**src/rtl/mips_ctrl_pkg.sv**
```systemverilog
// Shared encodings for the multicycle MIPS control path: opcodes, FSM states,
// datapath select codes and the packed control word.
package mips_ctrl_pkg;

  localparam logic [5:0] OpRtype = 6'h00;
  localparam logic [5:0] OpLw    = 6'h23;
  localparam logic [5:0] OpSw    = 6'h2B;
  localparam logic [5:0] OpBeq   = 6'h04;
  localparam logic [5:0] OpJ     = 6'h02;
  localparam logic [5:0] OpAddi  = 6'h08;
  localparam logic [5:0] OpSlti  = 6'h0A;
  localparam logic [5:0] OpAndi  = 6'h0C;
  localparam logic [5:0] OpOri   = 6'h0D;
  localparam logic [5:0] OpXori  = 6'h0E;
  localparam logic [5:0] OpLui   = 6'h0F;

  localparam logic [3:0] StFetch  = 4'd0;
  localparam logic [3:0] StDecode = 4'd1;
  localparam logic [3:0] StMemadr = 4'd2;
  localparam logic [3:0] StMemrd  = 4'd3;
  localparam logic [3:0] StMemwb  = 4'd4;
  localparam logic [3:0] StMemwr  = 4'd5;
  localparam logic [3:0] StRex    = 4'd6;
  localparam logic [3:0] StRwb    = 4'd7;
  localparam logic [3:0] StBeqex  = 4'd8;
  localparam logic [3:0] StImmex  = 4'd9;
  localparam logic [3:0] StImmwb  = 4'd10;
  localparam logic [3:0] StJex    = 4'd11;

  localparam logic [1:0] AluAdd   = 2'b00;
  localparam logic [1:0] AluSub   = 2'b01;
  localparam logic [1:0] AluFunct = 2'b10;
  localparam logic [1:0] AluImm   = 2'b11;

  localparam logic [1:0] SrcBReg    = 2'b00;
  localparam logic [1:0] SrcBFour   = 2'b01;
  localparam logic [1:0] SrcBImm    = 2'b10;
  localparam logic [1:0] SrcBImmSh2 = 2'b11;

  localparam logic [1:0] PcSrcAlu    = 2'b00;
  localparam logic [1:0] PcSrcAluOut = 2'b01;
  localparam logic [1:0] PcSrcJump   = 2'b10;

  typedef struct packed {
    logic       pc_write;
    logic       pc_write_cond;
    logic       i_or_d;
    logic       mem_read;
    logic       mem_write;
    logic       ir_write;
    logic       mem_to_reg;
    logic       reg_dst;
    logic       reg_write;
    logic       alu_src_a;
    logic [1:0] alu_src_b;
    logic [1:0] alu_op;
    logic [1:0] pc_source;
  } ctrl_t;

  function automatic logic is_imm_op(input logic [5:0] op);
    return (op == OpAddi) || (op == OpSlti) || (op == OpAndi) ||
           (op == OpOri)  || (op == OpXori) || (op == OpLui);
  endfunction

  // Logical immediates take a zero-extended operand.
  function automatic logic is_zext_op(input logic [5:0] op);
    return (op == OpAndi) || (op == OpOri) || (op == OpXori);
  endfunction

endpackage

```
**src/rtl/ctrl_out_decode.sv**
```systemverilog
// Combinational Moore decode of the control FSM state into datapath controls.
module ctrl_out_decode
  import mips_ctrl_pkg::*;
#(
  parameter int unsigned STATE_W = 4
) (
  input  logic [STATE_W-1:0] state,
  input  logic               mem_ready,
  output ctrl_t              ctrl
);

  always_comb begin
    ctrl = '0;
    case (state)
      StFetch: begin
        ctrl.mem_read  = 1'b1;
        ctrl.ir_write  = mem_ready;
        ctrl.alu_src_b = SrcBFour;
        ctrl.pc_write  = mem_ready;
      end
      StDecode: ctrl.alu_src_b = SrcBImmSh2;
      StMemadr: begin
        ctrl.alu_src_a = 1'b1;
        ctrl.alu_src_b = SrcBImm;
      end
      StMemrd: begin
        ctrl.mem_read = 1'b1;
        ctrl.i_or_d   = 1'b1;
      end
      StMemwb: begin
        ctrl.reg_write  = 1'b1;
        ctrl.mem_to_reg = 1'b1;
      end
      StMemwr: begin
        ctrl.mem_write = 1'b1;
        ctrl.i_or_d    = 1'b1;
      end
      StRex: begin
        ctrl.alu_src_a = 1'b1;
        ctrl.alu_op    = AluFunct;
      end
      StRwb: begin
        ctrl.reg_write = 1'b1;
        ctrl.reg_dst   = 1'b1;
      end
      StBeqex: begin
        ctrl.alu_src_a     = 1'b1;
        ctrl.alu_op        = AluSub;
        ctrl.pc_write_cond = 1'b1;
        ctrl.pc_source     = PcSrcAluOut;
      end
      StImmex: begin
        ctrl.alu_src_a = 1'b1;
        ctrl.alu_src_b = SrcBImm;
        ctrl.alu_op    = AluImm;
      end
      StImmwb: ctrl.reg_write = 1'b1;
      StJex: begin
        ctrl.pc_write  = 1'b1;
        ctrl.pc_source = PcSrcJump;
      end
      default: ;
    endcase
  end

endmodule

```
**src/rtl/multicycle_ctrl.sv**
```systemverilog
// Main control FSM of the multicycle MIPS datapath: sequencing, immediate
// extension mode and illegal-opcode flag.
module multicycle_ctrl
  import mips_ctrl_pkg::*;
#(
  parameter int unsigned STATE_W = 4
) (
  input  logic               clk,
  input  logic               reset,
  input  logic [5:0]         op,
  input  logic               mem_ready,
  output logic               pc_write,
  output logic               pc_write_cond,
  output logic               i_or_d,
  output logic               mem_read,
  output logic               mem_write,
  output logic               ir_write,
  output logic               mem_to_reg,
  output logic               reg_dst,
  output logic               reg_write,
  output logic               alu_src_a,
  output logic [1:0]         alu_src_b,
  output logic [1:0]         alu_op,
  output logic [1:0]         pc_source,
  output logic               extend_sign,
  output logic               illegal_op,
  output logic [STATE_W-1:0] state
);

  logic [STATE_W-1:0] state_q, state_d;
  logic               extend_sign_q, illegal_op_q;
  logic               op_legal;
  ctrl_t              ctrl_raw, ctrl;

  assign op_legal = (op == OpRtype) || (op == OpLw) || (op == OpSw) ||
                    (op == OpBeq) || (op == OpJ) || is_imm_op(op);

  always_comb begin
    state_d = state_q;
    case (state_q)
      StFetch:  if (mem_ready) state_d = STATE_W'(StDecode);
      StDecode: begin
        if ((op == OpLw) || (op == OpSw)) state_d = STATE_W'(StMemadr);
        else if (op == OpRtype)           state_d = STATE_W'(StRex);
        else if (op == OpBeq)             state_d = STATE_W'(StBeqex);
        else if (op == OpJ)               state_d = STATE_W'(StJex);
        else if (is_imm_op(op))           state_d = STATE_W'(StImmex);
        else                              state_d = STATE_W'(StFetch);
      end
      StMemadr: state_d = (op == OpLw) ? STATE_W'(StMemrd) : STATE_W'(StMemwr);
      StMemrd:  if (mem_ready) state_d = STATE_W'(StMemwb);
      StMemwr:  if (mem_ready) state_d = STATE_W'(StFetch);
      StRex:    state_d = STATE_W'(StRwb);
      StImmex:  state_d = STATE_W'(StImmwb);
      default:  state_d = STATE_W'(StFetch);
    endcase
  end

  always_ff @(posedge clk or posedge reset) begin
    if (reset) begin
      state_q       <= STATE_W'(StFetch);
      extend_sign_q <= 1'b1;
      illegal_op_q  <= 1'b0;
    end else begin
      state_q      <= state_d;
      illegal_op_q <= (state_q == STATE_W'(StDecode)) && !op_legal;
      if (state_q == STATE_W'(StDecode)) extend_sign_q <= !is_zext_op(op);
    end
  end

  ctrl_out_decode #(
    .STATE_W (STATE_W)
  ) u_ctrl_out_decode (
    .state     (state_q),
    .mem_ready (mem_ready),
    .ctrl      (ctrl_raw)
  );

  // Reset parks the FSM in FETCH, whose decode requests memory; mask it so
  // nothing is requested or written while reset is held.
  assign ctrl = reset ? '0 : ctrl_raw;

  assign pc_write      = ctrl.pc_write;
  assign pc_write_cond = ctrl.pc_write_cond;
  assign i_or_d        = ctrl.i_or_d;
  assign mem_read      = ctrl.mem_read;
  assign mem_write     = ctrl.mem_write;
  assign ir_write      = ctrl.ir_write;
  assign mem_to_reg    = ctrl.mem_to_reg;
  assign reg_dst       = ctrl.reg_dst;
  assign reg_write     = ctrl.reg_write;
  assign alu_src_a     = ctrl.alu_src_a;
  assign alu_src_b     = ctrl.alu_src_b;
  assign alu_op        = ctrl.alu_op;
  assign pc_source     = ctrl.pc_source;
  assign extend_sign   = extend_sign_q;
  assign illegal_op    = illegal_op_q;
  assign state         = state_q;

endmodule

```
**config.mk**
```make
export PLATFORM = sky130hd
export DESIGN_NAME = multicycle_ctrl
export DESIGN_NICKNAME = d
export VERILOG_FILES = /design/src/rtl/mips_ctrl_pkg.sv /design/src/rtl/ctrl_out_decode.sv /design/src/rtl/multicycle_ctrl.sv
export SDC_FILE = /design/constraint.sdc
export NUM_CORES = 1
export LEC_CHECK = 0
export BUFFER_PORTS_ARGS = -buffer_cell sky130_fd_sc_hd__buf_2
export CORE_MARGIN = 2
export CORE_UTILIZATION = 43
export DETAILED_ROUTE_END_ITERATION = 10
export PLACE_DENSITY = 0.73
export REMOVE_ABC_BUFFERS = 1
export SLEW_MARGIN = 15
export SYNTH_ARGS = -nofsm -noshare
export SYNTH_HDL_FRONTEND = slang
export SYNTH_HIERARCHICAL = 1
export SYNTH_SLANG_ARGS = --single-unit
```
**constraint.sdc**
```tcl
create_clock -name clk -period 1.5 [get_ports clk]
set_input_delay 0.3 -clock clk [delete_from_list [all_inputs] [get_ports clk]]
set_output_delay 0.3 -clock clk [all_outputs]
set_load 0.01 [all_outputs]
```
### After elaboration in Yosys (flattened, before gate mapping)

Index checks and enable logic that the tools add are counted.

* reductions and logical operators: 24
* eq/ne operators: 24
* multiplexer cells: 24

Operator list (count)
* $eq A6 B4 Y1 const B: 6
* $mux W4: 8
* $pmux W4 S7: 1
* $eq A4 B3 Y1 const B: 4
* $eq A4 B4 Y1 const B: 4
* $mux W16: 1
* $logic_or A1 B1 Y1: 13
* $eq A6 B6 Y1 const B: 2
* $pmux W2 S3: 2
* $mux W1: 9
* $eq A4 B2 Y1 const B: 2
* $eq A6 B2 Y1 const B: 1
* $eq A6 B3 Y1 const B: 1
* $logic_not A6 Y1: 1
* $ne A2 B2 Y1 const B: 3
* $reduce_or A2 Y1: 3
* $eq A4 B1 Y1 const B: 1
* $logic_not A4 Y1: 1
* $pmux W2 S2: 1
* $reduce_or A4 Y1: 1
* $mux W3: 1
* $reduce_and A3 Y1: 1
* $reduce_or A3 Y1: 1
* $logic_not A1 Y1: 2
* other kinds (2): 2

* output and inout port bits: 22
* word-level logic and storage cells: 75
* bits of input ports: 9
* bits in registers: 6

### Logic depth before layout (Yosys ltp)

Gate-level depths: netlist of run 1.

* depth after elaboration: 12
* mapped depth: 5
* mapped depth without buffers: 4

### Cells and area by module

Netlist of run 1, hierarchy kept.

Modules (own cells, without submodules)
* multicycle_ctrl: cells an instance 69, area each 573.0 µm², sequential area each 151.4 µm², instances 1
* ctrl_out_decode: cells an instance 33, area each 197.7 µm², sequential area each 0.0 µm², instances 1

### Worst setup path before layout of run 1

Ideal clock, no wire load.

* path kind: reg-to-output
* start: register state_q[0] (netlist: state[0])
* end: output pc_write
* data required time: 1200 ps
* stages on the path, launching flop included: 5
* arrival time: 1494 ps
* path buffers: 1
* path slack: -294 ps
* path through: dfrtp_1 > buf_6 > or4b_1 > a21oi_1 > nor2b_1

RTL lines
* from (decl): line multicycle_ctrl.sv:30 `logic [STATE_W-1:0] state_q, state_d;`
* from (signal assigned): line multicycle_ctrl.sv:61 `state_q <= STATE_W'(StFetch);`
* from (signal assigned): line multicycle_ctrl.sv:65 `state_q <= state_d;`
* to (decl): line multicycle_ctrl.sv:12 `output logic pc_write,`

==> metrics.yaml, run 1 <==
run_status:
  status: "finished, violations left"
  violations: "negative setup slack"
synth:
  muxShareOfSynthArea: 0.0406
  synth.area.top_cells: "dfrtp_1 (16%), nor2b_1 (14%), nor2_1 (5.4%)"
  ys_ff_latch: 6
  synth_top_family_by_area: "simple AND/OR/NAND/NOR gates"
  syn_area_um2: 771
  async_reset_ff_frac: 1.00
  synth_largest_area_cell: "dfrtp_1"
  yosys.area_share.simple: 0.490
  synth.top_cell.area_share: 0.162
  synth_ff_type: "dfrtp_1"
  syn_avg_cell_area_um2: 7.56
  yosys.area_share.adder: 0
  synth_enable_flop_cells: 0
  post_synth_num_cell_types: 42
  synthXorXnorAreaFrac: 0.0227
  synth_compound_area_frac: 0.161
  postSynthCellCount: 102
  ys_seq_area_frac: 0.196
  yosys_warnings: 6
power:
  power_leakage_nw: 0.626
  powerDensity_mw_per_mm2: 1260
  peakVddDrop_uv: 747
  finalPower_mw: 1.73
clock_tree:
  htreeDepth: 1
  cts-root-buf: "clkbuf_4"
  cts_tree: "built"
  clk_latency_ns: 0.26
  numCtsBuffers: 3
  hold_buffers: 0
  path_clk_slew_ns: 0.05
  cts_buffer_depth: 2
  cts.sinks: 6
layout:
  final_nets: 162
  layout_commonest_cell: "buf_2"
  layout.cells.non_filler: 177
  fillers: 112
  final_layout_size_suffix_gt1_frac: 0.605
  final_cell_mix: "buf_2 (29), nor2b_1 (16), buf_6 (14)"
  syn2layout_area_growth_pct: 78.7
  num_antenna_cells: 0
  finish.utilization: 0.807
worst_setup_path:
  cp_max_fo: 4
  critPathKind: "register to output port"
  crit_arrival_ns: 1.65
  start_kind: "register"
  end_kind: "output port"
  rrSetupSlack_ns: -0.21
  r2r-end: "extend_sign"
  r2r_cells: 6
  worst_ep_required_time_ns: 1.20
  regToRegStartpoint: "state[1]"
timing:
  relSlewSlack: 0.675
  hold_viol: 0
  post-route-min-period_ns: 1.95
  report.final.slew_viol_count: 0
  rsz0062_at_grt: "true"
  skew_ns: 0.0101
  setup_tns_ns: -5.08
  worst_slew_pin_slew_ns: 0.483
  fmax_ghz: 0.512
  fin_crit_sh: 1.30
  setup_viol: 20
  worst_slack_ns: -0.454
global_routing:
  track_usage: 0.227
  grt_pass1_wl_mm: 3.41
  overflow: 0
  antenna_found_initial: 0
  grt_max_degree: 18
  grt_pass1_vias: 813
routing:
  avgViaCountPerCell: 5.26
  drt_first_iter_violations: 16
  via_count: 931
  first_pass_iters: 4
  wl_per_cell_um: 13.5
  antenna_left: 0
  routed_wl_mm: 2.39
  drc_errors: 0
min_path:
  worst_hold_path_type: "input port to async pin"
placement:
  place_inst: 161
  pre_cts_slack_ns: -0.196
  dp_hpwl_mm: 1.49
  gp_congestion: 0.764
  io_buffers: 30
floorplanning:
  dieArea_mm2: 0.00215
  die_y_um: 46.3
  num_rows: 15
  coreArea_mm2: 0.00171
  ios: 31
  die_w_um: 46.3
  start_util: 0.451
run:
  drv_cap: 0
through the flow:
stage | instance area, um2 | hold slack [ns]
floorplan | 717 | 0.0902
global placement | 996 | 0.347
detailed placement | 996 | 0.362
CTS | 1220 | 0.0948
global route | 1380 | 0.152
finish | 1380 | 0.108
sequential cells by signal (all words and copies together) (netlist names):
signal and flops:
extend_sign 1, state 4, illegal_op 1
Yosys cell counts, types with 2 or more instances:
library cell and number:
and3_1 2, nor2b_1 17, nor3_1 5, nand2b_1 6, inv_1 3, or4b_1 2
or3b_1 2, nor3b_1 3, buf_4 2, nand2_1 4, nand3_1 3, mux2i_1 2
clkbuf_1 2, a21oi_1 2, xnor2_1 2, dfrtp_1 5, buf_2 4, nor2_1 11
o21ai_0 2
worst max-delay path by stage:
stage              from   endpoint  slack (ns)  cells past startpoint
5_1_grt        state[1]  alu_op[1]       -0.48                      6
6_report       state[0]   pc_write       -0.45                      4
3_3_place_gp   state[1]   pc_write       -0.09                      4
2_1_floorplan  state[1]  reg_write       -0.27                      3
3_5_place_dp   state[1]   pc_write       -0.20                      4
4_1_cts        state[0]   pc_write       -0.42                      4
power breakdown:
| group | switching [mW] | leakage, nW | internal (mW) | total [mW] |
|---|---|---|---|---|
| combinational | 0.588 | 0.536 | 0.720 | 1.31 |
| sequential | 0.0417 | 0.0756 | 0.213 | 0.255 |
| clock | 0.0653 | 0.0150 | 0.101 | 0.167 |
critical path, cell delays in order, from the launching register on:
cell	delay, ns
dfrtp_1	0.41
or4b_4	0.55
a21oi_2	0.14
nor2b_2	0.16
buf_2	0.13
cell type report:
class                      instances  area (um2)  share of cell area
sequential                         6         153               0.111
multi-input combinational         83         727               0.528
timing repair buffer              55         425               0.309
inverter                           4        15.0              0.0109
tap                               25        31.3              0.0227
clock buffer                       4        26.3              0.0191
layer usage:
layer	share of wire	vias up	global-route usage
met4	0.024	0	0.149
met3	0.033	6	0.0196
met1	0.39	434	0.236
li1	-	461	-
met5	0	-	0
met2	0.55	30	0.422
repair_timing:
item,in CTS,in global routing
setup endpoints to repair,17,22
gates resized for setup,36,21
buffers inserted,7,5
cloned,0,1
pin swaps,12,12
cells by family after synthesis:
family / count (synthesis)
AOI/OAI and AO/OA: 15
xor gates and xnor gates: 2
buffers and inverters: 13
DFF: 6
muxes: 3
and+or+nand+nor: 63
Note: power is estimated with default switching activity, not from simulation.
==> inputs of run 2 (changes only) <==
--- a/config.mk
+++ b/config.mk
@@ -5,6 +5,7 @@
 export SDC_FILE = /design/constraint.sdc
 export NUM_CORES = 1
 export LEC_CHECK = 0
+export ABC_AREA = 1
 export BUFFER_PORTS_ARGS = -buffer_cell sky130_fd_sc_hd__buf_2
 export CORE_MARGIN = 2
 export CORE_UTILIZATION = 43
==> constraint.sdc (replaced) <==
create_clock -name clk -period 1.5 [get_ports clk]
set_input_delay 0.225 -clock clk [delete_from_list [all_inputs] [get_ports clk]]
set_output_delay 0.225 -clock clk [all_outputs]
set_load 0.01 [all_outputs]
==> metrics.yaml, run 2 <==
floorplanning:
  die_w_um: 47.2  # +1.9%
  die_y_um: 47.2  # +1.9%
  dieArea_mm2: 0.00223  # +3.9%
  coreArea_mm2: 0.00175  # +2.2%
  start_util: 0.460  # +0.00893
  num_rows: 15  # unchanged
  ios: 31  # unchanged
timing:
  rsz0062_at_grt: "true"
  fin_crit_sh: 1.04  # -0.267
  worst_slack_ns: -0.0528  # +0.401 ns
  fmax_ghz: 0.644  # +26%
  post-route-min-period_ns: 1.55  # -0.401 ns
  setup_viol: 11  # -45%
  skew_ns: 0.0118  # +0.00175 ns
  setup_tns_ns: -0.260  # +4.82 ns
  hold_viol: 0  # unchanged
  worst_slew_pin_slew_ns: 0.276  # -0.206 ns
  holdWs_ns: 0.0194  # -0.0881 ns
  relSlewSlack: 0.816  # +0.141
  report.final.slew_viol_count: 0  # unchanged
synth:
  synth_common_cells: "nor2_1 (37), inv_1 (33), nand2_1 (30)"
  synth.area.top_cells: "nor2_1 (17%), dfrtp_1 (16%), inv_1 (15%)"
  ys_seq_area_frac: 0.188  # -0.00796
  synth_ff_type: "dfrtp_1"
  yosysMostFrequentCell: "nor2_1"
  yosys_warnings: 6  # unchanged
  synth_enable_flop_cells: 0  # unchanged
  postSynthCellCount: 151  # +48%
  ys_ff_latch: 6  # unchanged
  post_synth_num_cell_types: 22  # -48%
  syn_area_um2: 803  # +4.2%
  synth.top_cell.area_share: 0.173  # +0.0106
  synth_largest_area_cell: "nor2_1"
  async_reset_ff_frac: 1.00  # unchanged
  syn_avg_cell_area_um2: 5.32  # -30%
clock_tree:
  cts_tree: "built"
  cts.sinks: 6  # unchanged
  clk_latency_ns: 0.25  # about the same
  htreeDepth: 1  # unchanged
  path_clk_slew_ns: 0.05  # about the same
  cts_buffer_depth: 2  # unchanged
  numCtsBuffers: 3  # unchanged
  cts-root-buf: "clkbuf_4"
layout:
  final_layout_size_suffix_gt1_frac: 0.344  # -0.261
  largest_reg_flops: 4  # unchanged
  final_nets: 196  # +21%
  syn2layout_area_growth_pct: 32.7
  finish.utilization: 0.611  # -0.196
  final_cell_mix: "inv_1 (33), nor2_1 (33), buf_2 (30)"
  num_antenna_cells: 0  # unchanged
  design_area_mm2: 0.00107  # -23%
routing:
  via_count: 1009  # +8.4%
  avgViaCountPerCell: 4.78  # -9.1%
  first_pass_iters: 4  # unchanged
  drt_first_iter_violations: 34  # +18
  antenna_left: 0  # unchanged
  routed_wl_mm: 2.17  # -9.3%
  drc_errors: 0  # unchanged
  wl_per_cell_um: 10.3  # -24%
power:
  combPwrFrac: 0.667  # -0.089
  power_leakage_nw: 0.627  # +0.15%
  power_switching_share: 0.525  # +0.124
  peakVddDrop_uv: 833  # +11%
  finalPower_mw: 1.44  # -17%
  internal_power_mw: 0.685  # -34%
  power.switching_mw: 0.758  # +9.1%
  p_seq_frac: 0.223  # +0.075
  pwr-share-clk: 0.110  # +0.014
  powerDensity_mw_per_mm2: 1350  # +7.8%
global_routing:
  grt_pass1_wl_mm: 3.19  # -6.5%
  grt_max_degree: 18  # unchanged
  antenna_found_initial: 0  # unchanged
  track_usage: 0.196  # -0.0304
  overflow: 0  # unchanged
  grt_pass1_vias: 834  # +2.6%
run:
  drv_cap: 0  # unchanged
worst_setup_path:
  r2r_cells: 9  # +3
  cp_max_fo: 6  # +2
  crit_arrival_ns: 1.33  # -0.32 ns
  critPathKind: "register to output port"
  worst_ep_required_time_ns: 1.27  # +0.07 ns
  end_kind: "output port"
  slowest_stage: "dfrtp_2"
  slowest_delay_ns: 0.46  # -0.09 ns
  path_cells: "nand2_2 -> inv_2 -> nand2_1 -> nand3_1 -> inv_1 -> nor2_1 -> buf_2"
  start_kind: "register"
run_status:
  violations: "negative setup slack"
  status: "finished, violations left"
placement:
  gp_congestion: 0.852  # +11%
  place_area_um2: 975  # -2.1%
  dp_hpwl_mm: 1.75  # +17%
  io_buffers: 30  # unchanged
min_path:
  worst_hold_path_type: "input port to async pin"
run 2: changes by cell type in the layout (fill, tap and decap cells not counted), moves of 3 or more:
cell / delta
nor2_4: +5
inv_2: +4
dfrtp_2: +3
inv_1: +30
nand2b_4: -4
buf_4: -5
nor2_1: +25
nand3_1: +12
nor2b_1: -16
o21ai_1: +3
buf_6: -14
dfrtp_1: -3
nand2_1: +25
run 2: what timing repair did:
action | in CTS | in global routing
resized for setup | 14 | 3
pin swaps | 1 | 2
hold buffers | 0 | 0
buffers inserted | 3 | 0
setup endpoints to repair | 16 | 17
run 2: worst max-delay path: cells and delay by family, from the launching register on:
| kind | cells | cell delay [ns] |
|---|---|---|
| AND/OR/NAND/NOR | 4 | 0.36 |
| flip-flops | 1 | 0.46 |
| buffers and inverters | 3 | 0.26 |
run 2: layout make-up:
type,instances,area (um2)
sequential,6,156
multi-input combinational,103,523
clock buffer,4,26.3
inverter,39,149
tap,25,31.3
timing repair buffer,34,180
fill,173,679
run 2: power groups by stage:
| stage | logic [mW] | clock network [mW] | registers, mW |
|---|---|---|---|
| after floorplan | 0.564 | 0 | 0.319 |
| after global placement | 0.835 | 0 | 0.298 |
| after global routing | 1.08 | 0.174 | 0.326 |
| final | 0.962 | 0.159 | 0.322 |
| after CTS | 0.953 | 0.170 | 0.313 |
| after detailed placement | 0.856 | 0 | 0.301 |
run 2: metrics by stage:
step	worst slack [ns]	std cells
after floorplan	0.195	148
after global placement	0.145	204
after detailed placement	0.0923	204
after CTS	-0.0532	211
after global routing	-0.133	211
final	-0.0528	211
run 2: logic make-up after synthesis:
group	count (synthesis)	synth area share
AOI/OAI and AO/OA	9	0.0639
buffers and inverters	42	0.204
DFF	6	0.188
and+or+nand+nor	94	0.544
run 2: path summary, 6_finish.rpt:
check                      slack, ns   startpoint           to
min in group clk                0.38    mem_ready     state[2]
max reg2reg                     0.11     state[2]     state[2]
max                            -0.05     state[0]    reg_write
max in group asynchronous       1.22        reset  extend_sign
min reg2reg                     0.52  extend_sign  extend_sign
min                             0.02        reset   illegal_op
run 2: routing by layer:
layer	share of wire	vias up	GRT usage
met5	0	-	0
met4	0	0	0.0333
met3	0.043	0	0.0346
met2	0.53	29	0.395
met1	0.42	457	0.209
li1	-	523	-
==> inputs of run 3 (changes only) <==
--- a/config.mk
+++ b/config.mk
@@ -12,6 +12,7 @@
 export DETAILED_ROUTE_END_ITERATION = 10
 export PLACE_DENSITY = 0.73
 export REMOVE_ABC_BUFFERS = 1
+export SKIP_CTS_REPAIR_TIMING = 1
 export SLEW_MARGIN = 15
 export SYNTH_ARGS = -nofsm -noshare
 export SYNTH_HDL_FRONTEND = slang
==> metrics.yaml, run 3 (synthesized netlist as in run 2, its figures left out) <==
timing:
  hold_viol: 0  # unchanged
  setup_viol: 10  # -1
  relSlewSlack: 0.815  # -0.000845
  worst_slack_ns: -0.0704  # -0.0176 ns
  fin_crit_sh: 1.05  # +0.0117
  post-route-min-period_ns: 1.57  # +0.0176 ns
  setup_tns_ns: -0.306  # -0.0459 ns
  fmax_ghz: 0.637  # -1.1%
  worst_slew_pin_slew_ns: 0.278  # +0.00127 ns
  rsz0062_at_grt: "true"
  skew_ns: 0.0118  # -0.0000410 ns
  report.final.slew_viol_count: 0  # unchanged
routing:
  avgViaCountPerCell: 4.79  # +0.18%
  via_count: 1006  # -0.30%
  drt_first_iter_violations: 27  # -21%
  drc_errors: 0  # unchanged
  first_pass_iters: 4  # unchanged
  antenna_left: 0  # unchanged
  routed_wl_mm: 2.13  # -1.8%
  wl_per_cell_um: 10.1  # -1.3%
clock_tree:
  cts.sinks: 6  # unchanged
  cts-root-buf: "clkbuf_4"
  cts_tree: "built"
  path_clk_slew_ns: 0.05  # about the same
  clk_latency_ns: 0.25  # about the same
  cts_buffer_depth: 2  # unchanged
  htreeDepth: 1  # unchanged
  numCtsBuffers: 3  # unchanged
worst_setup_path:
  end_kind: "output port"
  slowest_delay_ns: 0.47  # about the same
  r2r-end: "state[2]"
  regToRegStartpoint: "state[2]"
  rrSetupSlack_ns: 0.11  # about the same
  cp_max_fo: 6  # unchanged
  critical_path.top_delay_family: "flip-flops"
  crit_arrival_ns: 1.35  # +0.02 ns
  start_kind: "register"
  critPathKind: "register to output port"
  path_cells: "nor2_2 -> nand2_1 -> nand3_1 -> inv_1 -> nor2_1 -> buf_2"
  worst_ep_required_time_ns: 1.27  # about the same
  worst-path-buf-inv: 2  # -1
  r2r_cells: 9  # unchanged
  cp_num_cells: 6  # -1
  slowest_stage: "dfrtp_2"
floorplanning:
  start_util: 0.460  # unchanged
  num_rows: 15  # unchanged
  die_w_um: 47.2  # unchanged
  ios: 31  # unchanged
  dieArea_mm2: 0.00223  # unchanged
  die_y_um: 47.2  # unchanged
  coreArea_mm2: 0.00175  # unchanged
power:
  powerDensity_mw_per_mm2: 1360  # +0.82%
  combPwrFrac: 0.670  # +0.003
  p_seq_frac: 0.222  # about the same
  power.switching_mw: 0.781  # +3.0%
  pwr-share-clk: 0.107  # -0.003
  power_switching_share: 0.527  # +0.00159
  power_leakage_nw: 0.633  # +0.97%
  finalPower_mw: 1.48  # +2.7%
  peakVddDrop_uv: 867  # +4.1%
  internal_power_mw: 0.701  # +2.4%
layout:
  final_nets: 195  # -0.51%
  largest_reg_flops: 4  # unchanged
  final_cell_mix: "inv_1 (31), nor2_1 (31), buf_2 (30)"
  num_antenna_cells: 0  # unchanged
  final_layout_size_suffix_gt1_frac: 0.378  # +0.0343
  syn2layout_area_growth_pct: 35.2
global_routing:
  grt_pass1_vias: 808  # -3.1%
  track_usage: 0.189  # -0.00688
  overflow: 0  # unchanged
  grt_max_degree: 18  # unchanged
  grt_pass1_wl_mm: 3.08  # -3.5%
  antenna_found_initial: 0  # unchanged
placement:
  gp_congestion: 0.852  # unchanged
  dp_hpwl_mm: 1.75  # unchanged
  io_buffers: 30  # unchanged
min_path:
  worst_hold_path_type: "input port to async pin"
run:
  drv_cap: 0  # unchanged
run_status:
  status: "finished, violations left"
  violations: "negative setup slack"
-- run 3: cell types whose count changed in the layout (fill, tap and decap cells not counted), moves of 2 or more --
cell,previous run,this run
buf_4,4,2
inv_1,33,31
nor2_1,33,31
nor2_2,2,4
-- run 3: power groups by stage --
stage,Combinational (mW),Clock (mW),Sequential (mW)
after floorplan,0.564,0,0.319
after global routing,1.12,0.174,0.337
after global placement,0.835,0,0.298
after CTS,0.858,0.170,0.299
final,0.993,0.159,0.330
after detailed placement,0.856,0,0.301
-- run 3: worst register-to-register path, delay by kind of cell (launching register included) --
family,cells,cell delay [ns]
compound gates,1,0.10
buf+inv,3,0.36
flops,1,0.46
simple gates,5,0.33
-- run 3: layout make-up --
cell class	count	area, um2
multi-input cells	103	544
clock buffers	4	26.3
fillers	168	659
flip-flops and latches	6	156
well taps	25	31.3
repair buffers	33	176
inverters	39	151
-- run 3: metrics by stage --
stage	worst slack [ns]	cells	utilization	hold slack, ns	instance area (um2)
2_1_floorplan	0.195	148	-	0.0152	786
3_3_place_gp	0.145	204	0.558	0.272	975
3_5_place_dp	0.0923	204	0.558	0.289	975
4_1_cts	-0.175	208	0.573	0.0209	1000
5_1_grt	-0.178	210	0.622	0.0395	1090
6_report	-0.0704	210	0.622	0.0202	1090
-- run 3: how the worst max path moves through the flow --
stage | slack (ns) | start | to
2_1_floorplan | 0.20 | state[1] | reg_write
3_3_place_gp | 0.14 | state[0] | reg_write
4_1_cts | -0.18 | state[2] | mem_read
3_5_place_dp | 0.09 | state[2] | pc_write
5_1_grt | -0.18 | state[0] | reg_write
6_report | -0.07 | state[0] | reg_write
-- run 3: routing by layer --
| layer | GRT usage | up-vias | wire length (um) |
|---|---|---|---|
| li1 | - | 518 | - |
| met1 | 0.210 | 450 | 843 |
| met2 | 0.370 | 38 | 1150 |
| met3 | 0.0346 | 0 | 136 |
| met4 | 0.0333 | 0 | 0 |
| met5 | 0 | - | 0 |
